--- src/rtl/tpi_bus_sequencer.sv ---
// tpi_bus_sequencer: arbitrates one TPI register bus between the CPU (priority, one-deep pending slot) and an aux requester, one-clock cs_n per access.
//   clk_i/reset_i          clock, synchronous active-high reset
//   cpu_strobe_i/rw/rs/wdata  CPU bus cycle request (one-clk pulse)
//   cpu_rdata_o/rvalid_o   CPU read result and completion pulse; cpu_ovr_o sticky lost-strobe flag
//   aux_req_i/rw/rs/wdata/safe  aux level request, held until aux_ack_o
//   aux_ack_o/rdata_o/err_o     aux completion pulse, read data, refusal flag
//   tpi_cs_n_o/rw_o/rs_o/db_in_o  registered TPI bus; tpi_db_out_i registered read data from the TPI
module tpi_bus_sequencer #(
  parameter logic [7:0] SIDE_EFFECT_MASK = 8'b1000_0001
) (
  input  logic       clk_i,
  input  logic       reset_i,
  input  logic       cpu_strobe_i,
  input  logic       cpu_rw_i,
  input  logic [2:0] cpu_rs_i,
  input  logic [7:0] cpu_wdata_i,
  output logic [7:0] cpu_rdata_o,
  output logic       cpu_rvalid_o,
  output logic       cpu_ovr_o,
  input  logic       aux_req_i,
  input  logic       aux_rw_i,
  input  logic [2:0] aux_rs_i,
  input  logic [7:0] aux_wdata_i,
  input  logic       aux_safe_i,
  output logic       aux_ack_o,
  output logic [7:0] aux_rdata_o,
  output logic       aux_err_o,
  output logic       tpi_cs_n_o,
  output logic       tpi_rw_o,
  output logic [2:0] tpi_rs_o,
  output logic [7:0] tpi_db_in_o,
  input  logic [7:0] tpi_db_out_i
);
  typedef enum logic [2:0] {IDLE, ACCESS, WAIT, COMPLETE, REFUSE} state_t;
  state_t     state_q;
  logic       pend_q, pend_rw_q, owner_aux_q;
  logic [2:0] pend_rs_q;
  logic [7:0] pend_wdata_q;
  logic       cpu_rvalid_q, cpu_ovr_q, aux_ack_q, aux_err_q, tpi_cs_n_q, tpi_rw_q;
  logic [7:0] cpu_rdata_q, aux_rdata_q, tpi_db_in_q;
  logic [2:0] tpi_rs_q;
  logic       idle_d, cpu_req_d, aux_refuse_d, sel_rw_d;
  logic [2:0] sel_rs_d;
  logic [7:0] sel_wdata_d;
  // A pending CPU request is always older than a same-clock strobe, so it is served first.
  always_comb begin
    idle_d       = state_q == IDLE;
    cpu_req_d    = cpu_strobe_i | pend_q;
    sel_rw_d     = pend_q ? pend_rw_q : cpu_rw_i;
    sel_rs_d     = pend_q ? pend_rs_q : cpu_rs_i;
    sel_wdata_d  = pend_q ? pend_wdata_q : cpu_wdata_i;
    aux_refuse_d = aux_safe_i & aux_rw_i & SIDE_EFFECT_MASK[aux_rs_i];
  end
  always_ff @(posedge clk_i) begin
    if (reset_i) begin
      state_q      <= IDLE;
      pend_q       <= 1'b0;
      pend_rw_q    <= 1'b0;
      pend_rs_q    <= '0;
      pend_wdata_q <= '0;
      owner_aux_q  <= 1'b0;
      cpu_rdata_q  <= '0;
      cpu_rvalid_q <= 1'b0;
      cpu_ovr_q    <= 1'b0;
      aux_ack_q    <= 1'b0;
      aux_err_q    <= 1'b0;
      aux_rdata_q  <= '0;
      tpi_cs_n_q   <= 1'b1;
      tpi_rw_q     <= 1'b1;
      tpi_rs_q     <= '0;
      tpi_db_in_q  <= '0;
    end else begin
      cpu_rvalid_q <= 1'b0;
      aux_ack_q    <= 1'b0;
      aux_err_q    <= 1'b0;
      tpi_cs_n_q   <= 1'b1;
      // In IDLE the slot drains into the access and refills from a same-clock strobe; elsewhere it only fills.
      pend_q <= idle_d ? pend_q & cpu_strobe_i : pend_q | cpu_strobe_i;
      if (cpu_strobe_i && (idle_d || !pend_q)) begin
        pend_rw_q    <= cpu_rw_i;
        pend_rs_q    <= cpu_rs_i;
        pend_wdata_q <= cpu_wdata_i;
      end
      if (cpu_strobe_i && !idle_d && pend_q) cpu_ovr_q <= 1'b1;
      case (state_q)
        IDLE:
          if (cpu_req_d) begin
            state_q     <= ACCESS;
            owner_aux_q <= 1'b0;
            tpi_cs_n_q  <= 1'b0;
            tpi_rw_q    <= sel_rw_d;
            tpi_rs_q    <= sel_rs_d;
            tpi_db_in_q <= sel_wdata_d;
          end else if (aux_req_i && aux_refuse_d) begin
            state_q   <= REFUSE;
            aux_ack_q <= 1'b1;
            aux_err_q <= 1'b1;
          end else if (aux_req_i) begin
            state_q     <= ACCESS;
            owner_aux_q <= 1'b1;
            tpi_cs_n_q  <= 1'b0;
            tpi_rw_q    <= aux_rw_i;
            tpi_rs_q    <= aux_rs_i;
            tpi_db_in_q <= aux_wdata_i;
          end
        ACCESS: state_q <= WAIT;
        // Results are loaded on entry to COMPLETE so the registered pulses are visible during COMPLETE.
        WAIT: begin
          state_q <= COMPLETE;
          if (owner_aux_q) begin
            aux_ack_q <= 1'b1;
            if (tpi_rw_q) aux_rdata_q <= tpi_db_out_i;
          end else begin
            cpu_rvalid_q <= 1'b1;
            if (tpi_rw_q) cpu_rdata_q <= tpi_db_out_i;
          end
        end
        default: state_q <= IDLE;
      endcase
    end
  end
  assign cpu_rdata_o  = cpu_rdata_q;
  assign cpu_rvalid_o = cpu_rvalid_q;
  assign cpu_ovr_o    = cpu_ovr_q;
  assign aux_ack_o    = aux_ack_q;
  assign aux_rdata_o  = aux_rdata_q;
  assign aux_err_o    = aux_err_q;
  assign tpi_cs_n_o   = tpi_cs_n_q;
  assign tpi_rw_o     = tpi_rw_q;
  assign tpi_rs_o     = tpi_rs_q;
  assign tpi_db_in_o  = tpi_db_in_q;
endmodule

--- config.mk ---
export PLATFORM = sky130hd
export DESIGN_NAME = tpi_bus_sequencer
export DESIGN_NICKNAME = d
export VERILOG_FILES = /design/src/rtl/tpi_bus_sequencer.sv
export SDC_FILE = /design/constraint.sdc
export NUM_CORES = 1
export LEC_CHECK = 0
export BUFFER_PORTS_ARGS = -buffer_cell sky130_fd_sc_hd__clkbuf_2
export CAP_MARGIN = 40
export CORE_MARGIN = 3
export CORE_UTILIZATION = 40
export CTS_CLUSTER_DIAMETER = 60
export DETAILED_ROUTE_END_ITERATION = 10
export PLACE_DENSITY = 0.66
export SLEW_MARGIN = 20
export SYNTH_ARGS = -nofsm -noshare
export SYNTH_HDL_FRONTEND = slang
export SYNTH_SLANG_ARGS = --single-unit
--- constraint.sdc ---
create_clock -name clk_i -period 1.8 [get_ports clk_i]
set_input_delay 0.36 -clock clk_i [delete_from_list [all_inputs] [get_ports clk_i]]
set_output_delay 0.36 -clock clk_i [all_outputs]
set_load 0.1 [all_outputs]
Yosys cells after proc, flatten, opt, wreduce, memory -nomap -nowiden
Memories as Yosys holds them, arrays and structs flattened.
Cells that the tools add are included.
{"block": "word_totals", "reg_bits": 50, "input_bits": 37, "mem_bits_ro": 8, "mem_count": 1, "elab_cells": 72}
{"block": "classes", "reduce_logical": 14, "order_cmp": 1, "mux": 29, "eq_ne": 4, "bitwise": 7}
{"name": "(no name shown)", "depth": 8, "width": 1, "rd": 1, "rd_clocked_by_memory_dff": 0, "write_ports": 0, "line": "52", "text": "aux_refuse_d = aux_safe_i & aux_rw_i & SIDE_EFFECT_MASK[aux_rs_i];"}
{"op": "8-bit 2-to-1 mux", "n": 4}
{"op": "3-bit 2-to-1 mux", "n": 7}
{"op": "1-bit 2-to-1 mux", "n": 16}
{"op": "3-bit one-hot mux with 3 select lines", "n": 1}
{"op": "3-bit AND reduction", "n": 3}
{"op": "1-bit logical AND", "n": 4}
{"op": "3-bit by 4-bit less-than comparator with 1-bit output (second input constant)", "n": 1}
{"op": "4-bit by 2-bit != test with 1-bit output (second input constant)", "n": 1}
{"op": "2-bit OR reduction", "n": 2}
{"op": "1-bit bitwise AND", "n": 3}
{"op": "3-bit by 1-bit equality test with 1-bit output (second input constant)", "n": 1}
{"op": "3-bit by 2-bit equality test with 1-bit output (second input constant)", "n": 1}
{"op": "3-bit zero test", "n": 1}
{"op": "1-bit inverter", "n": 3}
{"op": "1-bit zero test", "n": 2}
{"op": "2-bit != test (second input constant)", "n": 1}
{"op": "1-bit one-hot mux with 2 select lines", "n": 1}
{"op": "2-bit nonzero test", "n": 1}
{"op": "1-bit logical OR", "n": 1}
{"op": "1-bit bitwise OR", "n": 1}

Logic depth before layout (Yosys ltp)
Gate-level depths: netlist of the first run.
{"block": "depth", "depth_word": 7, "depth_mapped": 6}

Worst setup path before layout of the first run
OpenSTA, ideal clock, no wires.
{"block": "synth_timing", "path_kind": "flip-flop to flip-flop", "startpoint": "reg tpi_rw_q, in the netlist tpi_rw_o", "endpoint": "reg aux_rdata_q[0], in the netlist aux_rdata_o[0]", "stages_incl_launch_ff": 6, "t_arrival_ps": 1909, "path_slack_ps": -237, "required_time_ps": 1672, "period_less_slack_ps": 2037, "setup_time_ps": 128, "cell_sequence": "dfxtp_1 > nand2_4 > or4b_1 > buf_6 > mux2i_1 > nor2_1"}
{"block": "synth_via", "elab_chain_len": 1}
{"element": "start, declared", "line": "39", "text": "logic cpu_rvalid_q, cpu_ovr_q, aux_ack_q, aux_err_q, tpi_cs_n_q, tpi_rw_q;"}
{"element": "start signal, assigned", "line": "91", "text": "tpi_rw_q <= sel_rw_d;"}
{"element": "start signal, assigned", "line": "102", "text": "tpi_rw_q <= aux_rw_i;"}
{"element": "3-bit AND reduction (no line)"}
{"element": "end signal, assigned", "line": "112", "text": "if (tpi_rw_q) aux_rdata_q <= tpi_db_out_i;"}
{"element": "end, declared", "line": "40", "text": "logic [7:0] cpu_rdata_q, aux_rdata_q, tpi_db_in_q;"}
No other way between the ends.
A chain may end at the register's enable or synchronous reset.

Worst setup path after layout of the first run
{"block": "layout_timing", "startpoint": "reg pend_q", "endpoint": "reg aux_err_q, in the netlist aux_err_o"}
{"block": "layout_via", "elab_chain_len": 2}
{"element": "start, declared", "line": "36", "text": "logic pend_q, pend_rw_q, owner_aux_q;"}
{"element": "start signal, assigned", "line": "78", "text": "pend_q <= idle_d ? pend_q & cpu_strobe_i : pend_q | cpu_strobe_i;"}
{"element": "1-bit bitwise OR", "line": "48", "text": "cpu_req_d = cpu_strobe_i | pend_q;"}
{"element": "1-bit 2-to-1 mux", "line": "87", "text": "if (cpu_req_d) begin"}
{"element": "end signal, assigned", "line": "66", "text": "aux_err_q <= 1'b0;"}
{"element": "end signal, assigned", "line": "75", "text": "aux_err_q <= 1'b0;"}
{"element": "end signal, assigned", "line": "97", "text": "aux_err_q <= 1'b1;"}
{"element": "end, declared", "line": "39"}
No other way between the ends.

==> results of run 1 <==
per-stage QoR:
step	hold slack, ns	util	std cells
after floorplan	0.4639	-	219
after global routing	0.3081	0.5268	354
after detailed placement	0.4629	0.5084	346
after global placement	0.4611	0.5084	346
final	0.3128	0.5268	354
after CTS	0.3065	0.5238	353
power by group:
| part | internal (mW) | switching, mW | total, mW |
|---|---|---|---|
| clock | 0.268 | 0.340 | 0.609 |
| combinational | 0.213 | 0.647 | 0.860 |
| sequential | 1.19 | 0.0602 | 1.25 |
routing by layer:
metal,up-vias,wire length [um],track usage
li1,925,-,-
met1,871,2153,0.2079
met2,37,2367,0.2538
met3,7,227,0.03628
met4,0,62,0.05670
met5,-,0,0
worst max-delay path, delay by kind of cell, from the launching register on:
| kind | cells | cell delay (ns) |
|---|---|---|
| DFF | 1 | 0.38 |
| and+or+nand+nor | 3 | 0.50 |
| AOI/OAI and AO/OA | 1 | 0.59 |
cell families (layout without fill, tap and decap cells):
kind of cell,count (synthesis),after routing,share of synthesized area
xor+xnor,1,1,0.004118
mux,40,40,0.1882
simple gates,64,64,0.1500
flops,50,50,0.4706
compound gates,46,46,0.1377
buf+inv,18,86,0.04941
cell usage in the layout (no fill, tap or decap), types with 2 or more instances in the layout:
master | netlist | final
nor2_1 | 29 | 29
o2111ai_1 | 13 | 13
mux2i_1 | 40 | 40
dfxtp_1 | 50 | 49
nor3_1 | 6 | 6
clkbuf_2 | 0 | 69
nand2_1 | 15 | 15
a21oi_1 | 15 | 15
o21ai_1 | 6 | 6
buf_4 | 3 | 7
clkbuf_8 | 0 | 5
or3_1 | 2 | 2
nand3_1 | 2 | 2
clkbuf_1 | 7 | 2
o21ai_0 | 8 | 8
Yosys cell counts, drive strengths merged:
cell type  instances
a21o               1
o21ai             15
mux2i             40
nand2b             1
nand2             16
a21oi             15
xnor2              1
inv                2
nor4               1
dfxtp             50
or4b               1
and3               1
buf                9
nand3b             1
nand3              2
o2111a             1
o2111ai           13
nor2              31
or3                3
nor3               7
clkbuf             7
a31oi              1
final cells by class:
type | count | area share
clock buffer | 7 | 0.02931
inverter | 2 | 0.002883
multi-input combinational | 151 | 0.3936
sequential | 50 | 0.3849
tap | 67 | 0.03220
timing repair buffer | 77 | 0.1571
state kept, by name (all words and copies together) (netlist names), 3 cells and up:
register	flops
tpi_db_in_o	8
pend_wdata_q	8
state_q	3
aux_rdata_o	8
tpi_rs_o	3
pend_rs_q	3
cpu_rdata_o	8
repair_timing:
item                       CTS  global route
setup endpoints to repair    0             8
buffers inserted             0             0
resized for setup            0             1
worst paths after layout:
| check | start | to | slack, ns | depth (start not counted) |
|---|---|---|---|---|
| worst min register to register | cpu_ovr_o | cpu_ovr_o | 0.47 | 2 |
| worst min-delay path | tpi_db_out_i[0] | aux_rdata_o[0] | 0.31 | 3 |
| worst max register to register | pend_q | aux_err_o | 0.24 | 4 |
| worst max-delay path | pend_q | aux_err_o | 0.24 | 4 |
==> out/metrics.cfg, run 1 <==
[outcome]
status = finished clean

[synth]
synth_top_area_cell = dfxtp_1
yosys_warnings = 0
syn_avg_cell_area_um2 = 9.713
synth.distinct_cells = 32
ys_ff_latch = 50
ys_seq_area_frac = 0.4706
synthCells = 219
synth.area.top_cells = dfxtp_1 (47%), mux2i_1 (19%), o2111ai_1 (5.4%)
syn_area_um2 = 2127
syn_nets = 256
synth_top_area_share = 0.4706

[drt]
route.detailed.drc = 0
drtIter0Drc = 48
vias = 1840
firstDrtPassIters = 4
postRouteAntennaNets = 0
wl_per_cell_um = 13.59
vias_per_cell = 5.198
wl_um = 4810

[critical_path]
cp_slowest_stage_delay_ns = 0.59
crit_chain = nor2_2, o2111a_1, nand2_1, nor3_1
slowest_stage = o2111a_1
endpoint_kind = flop
crit_arrival_ns = 1.77
crit_type = flop to flop
start_kind = flop
crit_path_max_fanout = 17
crit_required_ns = 2.01

[sta]
relSlewSlack = 0.5936
tns_ns = 0
drv_slew = 0
period_needed_ns = 1.564
setup_ws_ns = 0.2356
clock_skew_ns = 0.005575
rsz0062_at_grt = no
clock.fmax_ghz = 0.6392
period_share = 0.8691
finalHoldViolCount = 0
finalSetupViolations = 0
worstMarginPinSlew_ns = 0.6096

[floorplan]
die_y_um = 78.92
core_um2 = 4942
rows = 25
die_w_um = 78.92
dieArea_um2 = 6228
io_pins = 70
start_util = 0.4304

[cts]
cts_made_buffers = 5
hold_buffers = 0
root_buffer = clkbuf_8
tritoncts = done
clock-sinks = 50
clock_latency_ns = 0.29
h-tree-depth = 2
clock_path_buffers = 2
clk_pin_slew_worst_paths_ns = 0.08

[finish]
diodes = 0
drive_gt1_frac = 0.3206
nNetsFinal = 324
syn_to_final_growth_pct = 22.41
multi_input_area_um2 = 1025
nFillCells = 496
finalInstanceArea_um2 = 2604
seq_area_um2 = 1002

[pwr]
power.density_nw_per_um2 = 1045
peakVddDrop_mv = 0.6816
power_leakage_nw = 1.239
total_power_mw = 2.721

[global_routing]
grt_pass1_vias = 1643
grt_usage = 0.1579
gr-total-overflow = 0
antenna_found_initial = 0
grt_start_max_net_pins = 38
grt_pass1_wl_um = 7859

[worst_hold_path]
hp-class = input port to flop

[place]
place_ws_ns = 0.03735
gp_congestion = 0.7538
port_buffers = 69
placedInstanceArea_um2 = 2512
dp_hpwl_um = 3404

[job]
drv_cap = 0

Note: power is estimated with default switching activity, not from simulation.
==> run 2, diff against run 1 <==
CTS_BUF_LIST = sky130_fd_sc_hd__clkbuf_2   (was default)
==> run 2 against run 1 <==
Net effect:
- flip-flop and latch count stayed put
- count of clock-buffer cells in the layout is the same
- via count down 0.92%
- total power decreased by 6.3%
- highest routed layer unchanged
- cell area decreased by 1.6%
- clock power decreased by 29%
- critical endpoint is now tpi_rw_o
- sequential share of layout area rose by 0.62 points
- combinational power hardly changed
- clock skew up 0.015 ns
==> out/metrics.cfg, run 2 (synthesized netlist as in run 1, its figures left out) <==
[drt]
wl_um = 4811
route.detailed.drc = 0
vias = 1823
drtIter0Drc = 67
postRouteAntennaNets = 0
vias_per_cell = 5.150
wl_per_cell_um = 13.59
firstDrtPassIters = 4

[floorplan]
start_util = 0.4304
io_pins = 70
core_um2 = 4942
rows = 25
die_w_um = 78.92
dieArea_um2 = 6228
die_y_um = 78.92

[sta]
worstMarginPinSlew_ns = 0.6053
clock_skew_ns = 0.02057
drv_slew = 0
tns_ns = 0
finalSetupViolations = 0
clock.fmax_ghz = 0.6060
rsz0062_at_grt = no
finalHoldViolCount = 0
period_share = 0.9168
relSlewSlack = 0.5965
period_needed_ns = 1.650

[critical_path]
start_kind = flop
r2r_start = pend_q
crit_type = flop to output pin
crit_required_ns = 1.44
crit_path_max_fanout = 3
cp_top_family = buffers and inverters
crit_chain = clkbuf_2
endpoint_kind = output pin
reg2reg_to = aux_err_o
crit_arrival_ns = 1.29
r2r_setup_slack_ns = 0.22
r2r_cells = 4
slowest_stage = clkbuf_2
crit_start = tpi_rw_o
cp_slowest_stage_delay_ns = 0.47
crit_end = tpi_rw_o
worst-path-buf-inv = 1
cp.depth = 1

[place]
dp_hpwl_um = 3404
gp_congestion = 0.7538
port_buffers = 69

[finish]
syn_to_final_growth_pct = 20.47
nFillCells = 508
layout_common_cells = clkbuf_2 (76), dfxtp_1 (49), mux2i_1 (40)
diodes = 0
nNetsFinal = 324
drive_gt1_frac = 0.3275
fin_util = 0.5185
final_common_cell = clkbuf_2

[pwr]
power_leakage_nw = 1.230
sw_frac_of_total = 0.4081
p_comb_frac = 0.337
power.density_nw_per_um2 = 995.7
p_clk_frac = 0.171
peakVddDrop_mv = 0.5065
p_sw_mw = 1.041
power.internal_mw = 1.510
power_frac_seq = 0.492

[global_routing]
grt_pass1_wl_um = 7845
grt_pass1_vias = 1642
grt_start_max_net_pins = 38
gr-total-overflow = 0
grt_usage = 0.1579
antenna_found_initial = 0

[worst_hold_path]
hp-class = input port to flop
hold_depth = 3

[outcome]
status = finished clean

[job]
drv_cap = 0

[cts]
clock_latency_ns = 0.42
clk_pin_slew_worst_paths_ns = 0.24
root_buffer = clkbuf_2
cts_made_buffers = 5
clock-sinks = 50
h-tree-depth = 2
tritoncts = done
clock_path_buffers = 2
postCtsSetupBuffers = 0

## run 2: cell count changes in the layout (fill, tap and decap cells not counted)
cell	before	now
clkbuf_1	2	0
clkbuf_8	5	0
clkbuf_2	69	76
## run 2: power by group through the flow
stage               registers (mW)  logic (mW)  clock network (mW)
CTS                           1.26       0.861               0.462
finish                        1.26       0.860               0.435
detailed placement            1.28       0.859                   0
floorplan                     1.67       0.309                   0
global placement              1.28       0.853                   0
global route                  1.27       0.912               0.506
## run 2: area by class of cell
type | count | area [um2] | share of cell area
tap | 67 | 83.83 | 0.03271
timing repair buffer | 77 | 409.1 | 0.1597
multi-input combinational | 151 | 1025 | 0.3999
inverter | 2 | 7.507 | 0.002930
sequential | 50 | 1002 | 0.3911
clock buffer | 7 | 35.03 | 0.01367
## run 2: worst register-to-register path: stages, from the launching register on
cell and delay, ns:
dfxtp_1 0.42, nor2_2 0.17, o2111a_1 0.59, nand2_1 0.14, nor3_1 0.19
## run 2: layer usage
| layer | share of wire | vias up | GRT usage |
|---|---|---|---|
| li1 | - | 925 | - |
| met1 | 0.46 | 856 | 0.2065 |
| met2 | 0.48 | 36 | 0.2555 |
| met3 | 0.042 | 6 | 0.03288 |
| met4 | 0.015 | 0 | 0.06186 |
| met5 | 0 | - | 0 |
## run 2: what timing repair did
action | in CTS | in global routing
hold buffers | 0 | 0
gates resized for setup | 0 | 1
endpoints found under the setup margin | 0 | 8
## run 2: how the worst min path moves through the flow
stage               slack (ns)             from         endpoint
floorplan                 0.46     pend_rs_q[0]     pend_rs_q[0]
global placement          0.46        cpu_ovr_o        cpu_ovr_o
detailed placement        0.46        cpu_ovr_o        cpu_ovr_o
CTS                       0.14  tpi_db_out_i[2]   aux_rdata_o[2]
global route              0.13   cpu_wdata_i[0]  pend_wdata_q[0]
finish                    0.17   cpu_wdata_i[1]  pend_wdata_q[1]
## run 2: per-stage QoR
stage	instance area, um2	power, mW	hold slack [ns]	setup WS [ns]	instances
after CTS	2547	2.580	0.1403	0.01994	353
after floorplan	2128	1.981	0.4639	0.08631	219
final	2562	2.551	0.1681	0.1498	354
after detailed placement	2512	2.137	0.4629	0.03735	346
after global placement	2512	2.129	0.4611	0.09719	346
after global routing	2562	2.687	0.1320	0.005334	354
==> run 3, diff against run 2 <==
RECOVER_POWER = 50   (was default)
==> run 3 against run 2 <==
Net effect:
- combinational power decreased by 0.9%
- flip-flop and latch count unchanged
- worst hold slack gained 0.00092 ns
- count of clock-buffer cells in the layout unchanged
- critical path type unchanged
- clock skew shrank 0.00080 ns
- non-clock buffer count did not move
- cell area decreased by 0.88%
- die area is the same
- total power down 0.26%
- sequential share of layout area up 0.35 points
==> out/metrics.cfg, run 3 (synthesized netlist as in run 1, its figures left out) <==
[floorplan]
start_util = 0.4304
rows = 25
core_um2 = 4942
dieArea_um2 = 6228
die_w_um = 78.92
io_pins = 70
die_y_um = 78.92

[place]
dp_hpwl_um = 3404
port_buffers = 69
gp_congestion = 0.7538

[critical_path]
endpoint_kind = output pin
cp_slowest_stage_delay_ns = 0.47
crit_type = flop to output pin
crit_required_ns = 1.44
cp_top_family = buffers and inverters
start_kind = flop
slowest_stage = clkbuf_2
crit_arrival_ns = 1.29
crit_chain = clkbuf_2
crit_path_max_fanout = 3
worst-path-buf-inv = 1

[cts]
h-tree-depth = 2
tritoncts = done
root_buffer = clkbuf_2
clock_latency_ns = 0.42
hold_buffers = 0
clock-sinks = 50
clk_pin_slew_worst_paths_ns = 0.24
cts_made_buffers = 5
clock_path_buffers = 2

[pwr]
p_clk_frac = 0.172
p_comb_frac = 0.335
peakVddDrop_mv = 0.5077
power_leakage_nw = 1.227
power.internal_mw = 1.503
sw_frac_of_total = 0.4092
power.density_nw_per_um2 = 1002
power_frac_seq = 0.493
p_sw_mw = 1.041

[drt]
wl_um = 4858
vias_per_cell = 5.161
firstDrtPassIters = 4
drtIter0Drc = 68
wl_per_cell_um = 13.72
route.detailed.drc = 0
vias = 1827
postRouteAntennaNets = 0

[sta]
relSlewSlack = 0.5940
rsz0062_at_grt = no
clock_skew_ns = 0.01977
tns_ns = 0
period_needed_ns = 1.652
worstMarginPinSlew_ns = 0.6090
period_share = 0.9180
finalSetupViolations = 0
finalHoldViolCount = 0
clock.fmax_ghz = 0.6052
hold_slack_ns = 0.1690
drv_slew = 0

[finish]
diodes = 0
syn_to_final_growth_pct = 19.41
multi_input_area_um2 = 1005
nNetsFinal = 324
nFillCells = 512
layout_common_cells = clkbuf_2 (77), dfxtp_1 (49), mux2i_1 (40)
seq_area_um2 = 1002
final_common_cell = clkbuf_2
drive_gt1_frac = 0.3206

[global_routing]
antenna_found_initial = 0
grt_usage = 0.1579
grt_pass1_vias = 1642
gr-total-overflow = 0
grt_pass1_wl_um = 7845
grt_start_max_net_pins = 38

[job]
drv_cap = 0

[worst_hold_path]
hp-class = input port to flop

[outcome]
status = finished clean

[run 3: cell count changes in the layout (fill, tap and decap cells not counted), sizes merged]
| cell | delta |
|---|---|
| buf | -1 |
| clkbuf | +1 |
[run 3: area by class of cell]
cell class,count,area share
well taps,67,0.03300
multi-input cells,151,0.3956
clock buffers,7,0.01379
repair buffers,77,0.1601
inverters,2,0.002956
flip-flops and latches,50,0.3946
[run 3: per-layer routing]
| layer | vias up | wire, um | track usage | share of wire |
|---|---|---|---|---|
| met4 | 0 | 73 | 0.06186 | 0.015 |
| met3 | 6 | 213 | 0.03288 | 0.044 |
| li1 | 923 | - | - | - |
| met2 | 35 | 2343 | 0.2555 | 0.48 |
| met5 | - | 0 | 0 | 0 |
| met1 | 863 | 2228 | 0.2065 | 0.46 |
[run 3: metrics by stage]
stage | utilization | std cells | instance area (um2) | power [mW] | setup slack, ns
floorplan | - | 219 | 2128 | 1.981 | 0.08631
global placement | 0.5084 | 346 | 2512 | 2.129 | 0.09719
detailed placement | 0.5084 | 346 | 2512 | 2.137 | 0.03735
CTS | 0.5154 | 353 | 2547 | 2.580 | 0.01994
global route | 0.5139 | 354 | 2540 | 2.676 | 0.005346
finish | 0.5139 | 354 | 2540 | 2.545 | 0.1476
[run 3: power by group through the flow]
| stage | clock network [mW] | logic [mW] | registers, mW |
|---|---|---|---|
| after CTS | 0.462 | 0.861 | 1.26 |
| final | 0.439 | 0.852 | 1.25 |
| after detailed placement | 0 | 0.859 | 1.28 |
| after floorplan | 0 | 0.309 | 1.67 |
| after global routing | 0.506 | 0.903 | 1.27 |
| after global placement | 0 | 0.853 | 1.28 |
[run 3: worst paths after layout]
path | startpoint | endpoint | slack [ns] | cells after the start
setup / recovery | tpi_rw_o | tpi_rw_o | 0.15 | 1
hold reg to reg | tpi_rs_o[0] | tpi_rs_o[0] | 0.49 | 2
hold / removal | cpu_wdata_i[1] | pend_wdata_q[1] | 0.17 | 3
setup reg to reg | state_q[2] | tpi_db_in_o[1] | 0.20 | 4
[run 3: timing repair]
action,CTS,global route
setup buffers,0,0
endpoints found under the setup margin,0,8
resized for setup,0,1
